[config.mk]
export PLATFORM = sky130hd
export DESIGN_NAME = dm_port_arbiter
export DESIGN_NICKNAME = d
export VERILOG_FILES = /design/src/rtl/dm_port_arbiter.sv
export SDC_FILE = /design/constraint.sdc
export NUM_CORES = 1
export LEC_CHECK = 0
export ABC_AREA = 1
export BUFFER_PORTS_ARGS = -buffer_cell sky130_fd_sc_hd__buf_2
export CELL_PAD_IN_SITES_DETAIL_PLACEMENT = 0
export CELL_PAD_IN_SITES_GLOBAL_PLACEMENT = 1
export CORE_UTILIZATION = 16
export CTS_CLUSTER_DIAMETER = 60
export CTS_CLUSTER_SIZE = 8
export DETAILED_ROUTE_END_ITERATION = 6
export PLACE_DENSITY_LB_ADDON = 0.12
export SETUP_SLACK_MARGIN = 0.02
export SLEW_MARGIN = 25
export SYNTH_ARGS = -nofsm -noshare
export SYNTH_HDL_FRONTEND = slang
export SYNTH_SLANG_ARGS = --single-unit
[constraint.sdc]
create_clock -name clk -period 1.4 [get_ports clk]
set_input_delay 0.28 -clock clk [delete_from_list [all_inputs] [get_ports clk]]
set_output_delay 0.28 -clock clk [all_outputs]
set_load 0.02 [all_outputs]
[src/rtl/dm_port_arbiter.sv]
`default_nettype none
// ============================================================================
//  Module      : dm_port_arbiter
//  Description : Two-requester arbiter for a single-port synchronous data
//                memory. Requester A (pipeline MEM stage) normally has
//                priority. Requester B (debug/loader) wins once it has been
//                denied STARVE_LIMIT consecutive cycles. Read data returns
//                one cycle after the grant and is steered to the requester
//                that issued the read.
//  Ports       : clk, reset            - clock, synchronous active-high reset
//                a_req/a_we/a_addr/a_wdata -> a_gnt/a_rvalid/a_rdata
//                                      - pipeline request / response
//                b_req/b_we/b_addr/b_wdata -> b_gnt/b_rvalid/b_rdata
//                                      - debug/loader request / response
//                mem_en/mem_we/mem_addr/mem_din, mem_dout
//                                      - data-memory port (1-cycle read)
//  Revision    : 1.0 - initial release
// ============================================================================
module dm_port_arbiter #(
    parameter int STARVE_LIMIT = 4
) (
    input  logic       clk,
    input  logic       reset,
    input  logic       a_req,
    input  logic       a_we,
    input  logic [7:0] a_addr,
    input  logic [7:0] a_wdata,
    output logic       a_gnt,
    output logic       a_rvalid,
    output logic [7:0] a_rdata,
    input  logic       b_req,
    input  logic       b_we,
    input  logic [7:0] b_addr,
    input  logic [7:0] b_wdata,
    output logic       b_gnt,
    output logic       b_rvalid,
    output logic [7:0] b_rdata,
    output logic       mem_en,
    output logic       mem_we,
    output logic [7:0] mem_addr,
    output logic [7:0] mem_din,
    input  logic [7:0] mem_dout
);

    localparam logic [2:0] c_STARVE_LIMIT = STARVE_LIMIT[2:0];

    // Owner of the read that returns data in the current cycle.
    localparam logic [1:0] c_OWN_NONE = 2'd0;
    localparam logic [1:0] c_OWN_A    = 2'd1;
    localparam logic [1:0] c_OWN_B    = 2'd2;

    logic [2:0] r_starve_cnt;
    logic [2:0] w_starve_cnt_nxt;
    logic [1:0] r_owner;
    logic [1:0] w_owner_nxt;
    logic       w_a_win;
    logic       w_b_win;
    logic       w_a_rvalid;
    logic       w_b_rvalid;

    // Arbitration: reset masks every request.
    always_comb begin
        w_a_win = 1'b0;
        w_b_win = 1'b0;
        if (!reset) begin
            if (a_req && b_req) begin
                if (r_starve_cnt == c_STARVE_LIMIT) begin
                    w_b_win = 1'b1;
                end else begin
                    w_a_win = 1'b1;
                end
            end else if (a_req) begin
                w_a_win = 1'b1;
            end else if (b_req) begin
                w_b_win = 1'b1;
            end
        end
    end

    // Memory port follows the winner; idle bus is driven to zero.
    always_comb begin
        mem_en   = 1'b0;
        mem_we   = 1'b0;
        mem_addr = 8'h00;
        mem_din  = 8'h00;
        if (w_a_win) begin
            mem_en   = 1'b1;
            mem_we   = a_we;
            mem_addr = a_addr;
            mem_din  = a_wdata;
        end else if (w_b_win) begin
            mem_en   = 1'b1;
            mem_we   = b_we;
            mem_addr = b_addr;
            mem_din  = b_wdata;
        end
    end

    // Starvation counter saturates so B keeps winning ties until served.
    always_comb begin
        w_starve_cnt_nxt = 3'd0;
        if (b_req && !w_b_win) begin
            if (r_starve_cnt == c_STARVE_LIMIT) begin
                w_starve_cnt_nxt = r_starve_cnt;
            end else begin
                w_starve_cnt_nxt = r_starve_cnt + 3'd1;
            end
        end
    end

    always_comb begin
        w_owner_nxt = c_OWN_NONE;
        if (w_a_win && !a_we) begin
            w_owner_nxt = c_OWN_A;
        end else if (w_b_win && !b_we) begin
            w_owner_nxt = c_OWN_B;
        end
    end

    always_ff @(posedge clk) begin
        if (reset) begin
            r_starve_cnt <= 3'd0;
            r_owner      <= c_OWN_NONE;
        end else begin
            r_starve_cnt <= w_starve_cnt_nxt;
            r_owner      <= w_owner_nxt;
        end
    end

    // Reset in the return cycle of a read suppresses its valid so no stale
    // data escapes while the owner register has not yet been cleared.
    assign w_a_rvalid = (r_owner == c_OWN_A) && !reset;
    assign w_b_rvalid = (r_owner == c_OWN_B) && !reset;

    assign a_gnt    = w_a_win;
    assign b_gnt    = w_b_win;
    assign a_rvalid = w_a_rvalid;
    assign b_rvalid = w_b_rvalid;
    assign a_rdata  = w_a_rvalid ? mem_dout : 8'h00;
    assign b_rdata  = w_b_rvalid ? mem_dout : 8'h00;

endmodule
`default_nettype wire

==> results of run 1 <==
## routing by layer
| layer | up-vias | GRT usage | part of all wire |
|---|---|---|---|
| met1 | 513 | 0.1266 | 0.35 |
| met2 | 65 | 0.2336 | 0.55 |
| li1 | 587 | - | - |
| met3 | 6 | 0.02226 | 0.069 |
| met5 | - | 0 | 0 |
| met4 | 0 | 0.07713 | 0.024 |
## final timing paths
| check | startpoint | endpoint |
|---|---|---|
| setup / recovery | r_starve_cnt[0] | mem_din[4] |
| hold / removal | b_we | r_owner[1] |
| setup reg to reg | r_starve_cnt[0] | r_owner[1] |
| hold reg to reg | r_starve_cnt[0] | r_starve_cnt[0] |
## power breakdown
part | internal, W | switching (W)
logic | 0.000186 | 0.000194
clock network | 0.000196 | 0.0000733
registers | 0.000148 | 0.00000271
total | 0.000529 | 0.000270
## registers in the layout, summed over array words and instances, names as in the netlist
register and flops:
r_starve_cnt 3, r_owner 2
## cell type report
class                           count  area [µm²]
Inverter                           21       82.58
Timing Repair Buffer               98       768.2
Multi-Input combinational cell     94       619.3
Sequential cell                     5       105.1
Clock buffer                        4       45.04
Fill cell                         413        2346
Tap cell                           50       62.56
## cells in the mapped netlist
| cell | number | area, µm² |
|---|---|---|
| dfxtp_1 | 5 | 100.1 |
| or2_2 | 1 | 6.260 |
| nand2_1 | 25 | 93.84 |
| nand3_2 | 2 | 20.02 |
| nor2_1 | 22 | 82.58 |
| nand2_2 | 2 | 12.51 |
| nand3_1 | 37 | 185.2 |
| nor2_4 | 2 | 22.52 |
| inv_1 | 21 | 78.83 |
| ha_1 | 2 | 25.02 |
| buf_6 | 4 | 45.04 |
## worst register-to-register path: stages (launching register included)
cell and delay, ps:
dfxtp_2 310, inv_2 60, ha_4 140, nand2_2 70
nand2_4 140, buf_12 140, nand2_2 60, buf_4 120
nor2_1 80
## cells by family after synthesis
kind of cell,after synthesis,synth area share
and+or+nand+nor,91,0.6294
buffers and inverters,25,0.1844
DFF,5,0.1490
adders and majority gates,2,0.03724
## metrics by stage
step / utilization / hold WS [ps]
5_1_grt: 0.4177 / 227.4
2_1_floorplan: - / 352.4
3_3_place_gp: 0.3109 / 463.9
6_report: 0.4177 / 227.2
4_1_cts: 0.3795 / 230.4
3_5_place_dp: 0.3109 / 466.3
## what timing repair did
action,CTS,global route
pin swaps,1,2
buffers inserted,2,0
cloned,3,0
resized for setup,50,46
setup endpoints to repair,29,37
==> qor_table.md, run 1 <==
| Step | Quantity | Value |
|:---|:---|:---|
| worst setup path | Setup Crit Path Kind | register to primary output |
| power | Post-route total power | 0.0007989 W |
| grt | Total global routing track utilization | 0.1252 |
| timing | Worst slew margin relative to its limit | 0.8473 |
| drt | Drt total wl | 2882 µm |
| floorplanning | Area of the placeable core | 4029 µm² |
| floorplanning | Site Rows | 23 |
| cells and area | Leading cell type in the layout, fill and taps excluded | buf_2 |
| floorplanning | Die Span Y | 66.80 µm |
| cells and area | Area growth from synthesis to layout | 150.5% |
| placed design | Instance area at placement | 1252 µm² |
| clocking | Number of clock sinks | 5 |
| grt | Remaining Overflow, GRT | 0 |
| worst setup path | Reg-to-reg slack, setup | 200 ps |
| drt | Number of remaining DRC errors | 0 |
| worst setup path | Maximum cell stage delay along the critical path | 310 ps |
| timing | Period utilisation layout | 1.182 |
| logic synthesis | Count of distinct cell types in the synthesized netlist | 11 |
| clocking | Clock edge transition at the registers on the reported setup and hold paths | 30 ps |
| placed design | Placed wire-length estimate after detailed placement | 2025 µm |
| clocking | Clock Path Buffers | 2 |
| cells and area | # diodes | 0 |
| power | Total power divided by cell area | 474.7 nW/µm² |
| drt | Post-detailed-route via-to-cell ratio | 4.305 |
| timing | Total negative setup slack | -4676 ps |
| status | Result of the run | finished with violations |
| hold path | Hold Path Depth | 2 |
| clocking | Post-cts hold buffer count | 0 |
| grt | Largest net degree at the start of global routing | 19 |
| status | Violations in the final reports | setup timing |
| worst setup path | Bufs and invs on worst path | 4 |
| worst setup path | Endpoint type of the worst setup path | primary output |
| worst setup path | Crit path max-delay cell type | dfxtp_2 |
| floorplanning | Die area | 4462 µm² |
| logic synthesis | Number of warnings reported in the yosys synthesis log | 0 |
| worst setup path | Number of cell instances on the worst register-to-register path | 8 |
| grt | Initial antenna violation count | 0 |
| worst setup path | Crit start category | register |
| floorplanning | Horizontal die dimension | 66.80 µm |
| placed design | Port bufs | 83 |
| grt | Vias in the first global route | 1018 |
| timing | Timing-limited maximum frequency | 604.5 MHz |
| drt | Starting DRC count in detailed routing | 14 |
| clocking | Level count of the clock H-tree | 1 |
| logic synthesis | Cell area after technology mapping | 671.9 µm² |
| timing | Number of endpoints failing setup at the final stage | 20 |
| job | Number of maximum-capacitance violations | 0 |
| cells and area | Final standard cell count with taps included and fillers excluded | 272 |
| drt | Number of vias in the routed layout | 1171 |
| clocking | Clock root buffer | clkbuf_8 |
| logic synthesis | Syn Inst Count | 123 |
| clocking | Number of buffers inserted during clock tree synthesis | 3 |
| floorplanning | IO Pins | 84 |
| logic synthesis | Post-Synthesis Net Count | 171 |
| hold path | Worst hold path class | input pin to register |
| timing | Fin worst setup slack | -254.2 ps |
| worst setup path | Highest fanout seen on the critical path | 11 |
| logic synthesis | Mean instance size in the synthesized netlist | 5.463 µm² |
| clocking | Worst-skew pair later-pin latency | 220 ps |
| worst setup path | Crit path DAT | 1370 ps |
| timing | Final Max Tran Viols | 0 |
| placed design | Pre-CTS WS | -58.76 ps |
| cells and area | Number of nets in the final layout | 271 |
| cells and area | Area of all placed cells without fillers | 1683 µm² |
| timing | Maximum clock skew at final layout | 0.6296 ps |
| worst setup path | Total number of cells along the worst setup path | 8 |
| clocking | Clock tree from TritonCTS | yes |
| cells and area | Fraction of layout instances using a drive strength above 1 | 0.6577 |
| worst setup path | Cell-by-cell listing of the critical path | inv_2 > ha_4 > buf_6 > nand3_4 > buf_12 > nand3_1 > nand2_2 > buf_4 |
| logic synthesis | Register bit count reported by yosys | 5 |
| worst setup path | Cell class contributing the biggest share of worst-path delay | buffers and inverters |
| timing | Tmin final | 1654 ps |
| floorplanning | Initial cell density of the core | 0.1668 |
| drt | Pre-antenna DRT Iters | 4 |
| drt | Antenna viol nets, final | 0 |
| placed design | Final estimated routing congestion in global placement | 0.7965 |
| placed design | Placed Cells | 263 |
| cells and area | Commonest cells after routing, fill and taps aside | buf_2, nand3_1, buf_6 |
| timing | Transition time at the pin with the least slew margin | 228.7 ps |
| timing | Hold Violations, Final | 0 |
| timing | Setup repair after global routing missed its margin | true |
| grt | Global-route wire length before repair | 4167 µm |
| drt | Wire length per cell | 10.60 µm |
| power | Static Leak | 0.9438 nW |
| logic synthesis | Share of the yosys chip area belonging to registers | 0.1490 |
| power | Peak supply drop | 0.0002037 V |
| worst setup path | Worst Path Required | 1120 ps |
Power figures use the tool's default switching activity.
==> run 2: changes to the inputs <==
--- a/config.mk
+++ b/config.mk
@@ -7,9 +7,9 @@
 export LEC_CHECK = 0
 export ABC_AREA = 1
 export BUFFER_PORTS_ARGS = -buffer_cell sky130_fd_sc_hd__buf_2
-export CELL_PAD_IN_SITES_DETAIL_PLACEMENT = 0
-export CELL_PAD_IN_SITES_GLOBAL_PLACEMENT = 1
-export CORE_UTILIZATION = 16
+export CELL_PAD_IN_SITES_DETAIL_PLACEMENT = 1
+export CELL_PAD_IN_SITES_GLOBAL_PLACEMENT = 2
+export CORE_UTILIZATION = 11
 export CTS_CLUSTER_DIAMETER = 60
 export CTS_CLUSTER_SIZE = 8
 export DETAILED_ROUTE_END_ITERATION = 6
==> constraint.sdc (replaced) <==
create_clock -name clk -period 1.4 [get_ports clk]
set_input_delay 0.28 -clock clk [delete_from_list [all_inputs] [get_ports clk]]
set_output_delay 0.28 -clock clk [all_outputs]
set_load 0.01 [all_outputs]
==> qor_table.md, run 2 (synthesized netlist as in run 1, its figures left out) <==
| Step | Quantity | Value |
|:---|:---|:---|
| timing | Timing-limited maximum frequency | 622.5 MHz |
| timing | Number of endpoints failing setup at the final stage | 20 |
| power | Peak supply drop | 0.0001862 V |
| timing | Setup repair after global routing missed its margin | true |
| timing | Maximum clock skew at final layout | 1.871 ps |
| clocking | Number of clock sinks | 5 |
| clocking | Clock Path Buffers | 2 |
| worst setup path | Start of the worst register-to-register path | r_starve_cnt[0] |
| worst setup path | Crit start category | register |
| cells and area | Largest registers | r_starve_cnt (3), r_owner (2) |
| power | Net switching share of the total power | 0.3190 |
| floorplanning | Site Rows | 28 |
| cells and area | Fraction of layout instances using a drive strength above 1 | 0.6652 |
| grt | Total global routing track utilization | 0.09896 |
| floorplanning | Die Span Y | 80.16 µm |
| drt | Number of remaining DRC errors | 0 |
| cells and area | Commonest cells after routing, fill and taps aside | buf_2, nand2_1, nand3_2 |
| drt | Drt total wl | 3416 µm |
| placed design | Final estimated routing congestion in global placement | 0.7373 |
| floorplanning | Area of the placeable core | 5921 µm² |
| floorplanning | Initial cell density of the core | 0.1135 |
| grt | Largest net degree at the start of global routing | 12 |
| timing | Period utilisation layout | 1.147 |
| worst setup path | Worst Path Required | 1120 ps |
| timing | Worst hold-check slack | 248.0 ps |
| worst setup path | Number of cell instances on the worst register-to-register path | 7 |
| worst setup path | Destination of the worst register-to-register timing path | r_starve_cnt[1] |
| cells and area | Largest register FFs | 3 |
| status | Result of the run | finished with violations |
| worst setup path | Reg-to-reg slack, setup | 200 ps |
| power | Psw | 0.0002278 W |
| clocking | Clock edge transition at the registers on the reported setup and hold paths | 30 ps |
| clocking | Worst-skew pair later-pin latency | 220 ps |
| clocking | Clock tree from TritonCTS | yes |
| timing | Tmin final | 1606 ps |
| cells and area | Post-route core utilization | 0.2644 |
| job | Number of maximum-capacitance violations | 0 |
| floorplanning | Horizontal die dimension | 80.16 µm |
| hold path | Worst hold path class | input pin to register |
| floorplanning | IO Pins | 84 |
| timing | Transition time at the pin with the least slew margin | 276.3 ps |
| cells and area | Largest reg by FF count | r_starve_cnt |
| status | Violations in the final reports | setup timing |
| timing | Hold Violations, Final | 0 |
| drt | Pre-antenna DRT Iters | 2 |
| clocking | Clock root buffer | clkbuf_8 |
| cells and area | # diodes | 0 |
| floorplanning | Die area | 6425 µm² |
| worst setup path | Setup Crit Path Kind | register to primary output |
| power | Part of the power in registers | 0.211 |
| power | Total power divided by cell area | 456.3 nW/µm² |
| drt | Number of vias in the routed layout | 1183 |
| power | Combinational share of power | 0.422 |
| drt | Post-detailed-route via-to-cell ratio | 3.957 |
| drt | Wire length per cell | 11.42 µm |
| grt | Vias in the first global route | 1186 |
| placed design | Placed wire-length estimate after detailed placement | 2806 µm |
| worst setup path | Worst setup endpoint | mem_addr[0] |
| drt | Antenna viol nets, final | 0 |
| worst setup path | Crit path DAT | 1330 ps |
| clocking | Number of buffers inserted during clock tree synthesis | 3 |
| cells and area | Leading cell type in the layout, fill and taps excluded | buf_2 |
| worst setup path | Highest fanout seen on the critical path | 7 |
| power | Static Leak | 0.9344 nW |
| power | Internal | 0.0004864 W |
| clocking | Level count of the clock H-tree | 1 |
| cells and area | Area growth from synthesis to layout | 133.0% |
| grt | Global-route wire length before repair | 4974 µm |
| cells and area | Number of nets in the final layout | 273 |
| timing | Fin worst setup slack | -206.4 ps |
| timing | Final Max Tran Viols | 0 |
| worst setup path | Endpoint type of the worst setup path | primary output |
| placed design | Port bufs | 83 |
| drt | Starting DRC count in detailed routing | 10 |
| timing | Worst slew margin relative to its limit | 0.8156 |
| power | Clock group share of total power | 0.366 |
| grt | Initial antenna violation count | 0 |
| worst setup path | Beginning of the critical path | r_starve_cnt[0] |
| grt | Remaining Overflow, GRT | 0 |
-- run 2: layout make-up --
class | count | area [µm²]
clock buffer | 4 | 45.04
fill | 771 | 4355
multi-input combinational | 94 | 634.4
tap | 75 | 93.84
inverter | 21 | 81.33
sequential | 5 | 105.1
timing repair buffer | 100 | 605.6
-- run 2: worst min-delay path by stage --
stage | startpoint | endpoint | slack, ps | depth (start not counted)
CTS | b_we | r_owner[1] | 240 | 2
global route | a_we | r_owner[0] | 260 | 2
floorplan | a_we | r_owner[0] | 350 | 1
detailed placement | b_we | r_owner[1] | 470 | 2
finish | b_we | r_owner[1] | 250 | 2
global placement | a_we | r_owner[0] | 470 | 2
-- run 2: repair_timing --
item | 4_1_cts | 5_1_grt
setup endpoints to repair | 29 | 34
hold buffers | 0 | 0
setup buffers | 1 | 2
cloned | 0 | 1
gates resized for setup | 22 | 32
pin swaps | 11 | 10
-- run 2: critical path, cell delays in order, from the launching register on --
cell and delay [ps]:
dfxtp_2 320, inv_2 70, ha_4 170, nand2_4 60, nand2_4 100, buf_8 130
nand3_1 70, nand2_1 70, buf_2 120
-- run 2: power groups by stage --
| stage | registers (W) | clock network, W | logic, W |
|---|---|---|---|
| after floorplan | 0.000150 | 0 | 0.000109 |
| after global placement | 0.000150 | 0 | 0.000251 |
| after detailed placement | 0.000150 | 0 | 0.000257 |
| after CTS | 0.000149 | 0.000268 | 0.000277 |
| after global routing | 0.000151 | 0.000284 | 0.000332 |
| final | 0.000151 | 0.000262 | 0.000302 |
-- run 2: metrics by stage --
stage / std cells / setup WS [ps] / total power (W) / area [µm²] / TNS [ps]
after global routing: 299 / -277.6 / 0.0007675 / 1565 / -5146
after detailed placement: 291 / -95.32 / 0.0004074 / 1279 / -1202
after global placement: 291 / -41.83 / 0.0004016 / 1279 / -478.6
after CTS: 296 / -198.1 / 0.0006938 / 1423 / -3490
final: 299 / -206.4 / 0.0007142 / 1565 / -3737
after floorplan: 123 / 25.02 / 0.0002597 / 671.9 / 0
-- run 2: routing by layer --
metal	routed length, µm	vias to the layer above	GRT usage
met5	0	-	0
met4	19	0	0.04464
met3	284	2	0.02386
met2	1750	58	0.1906
met1	1361	536	0.09906
li1	-	587	-
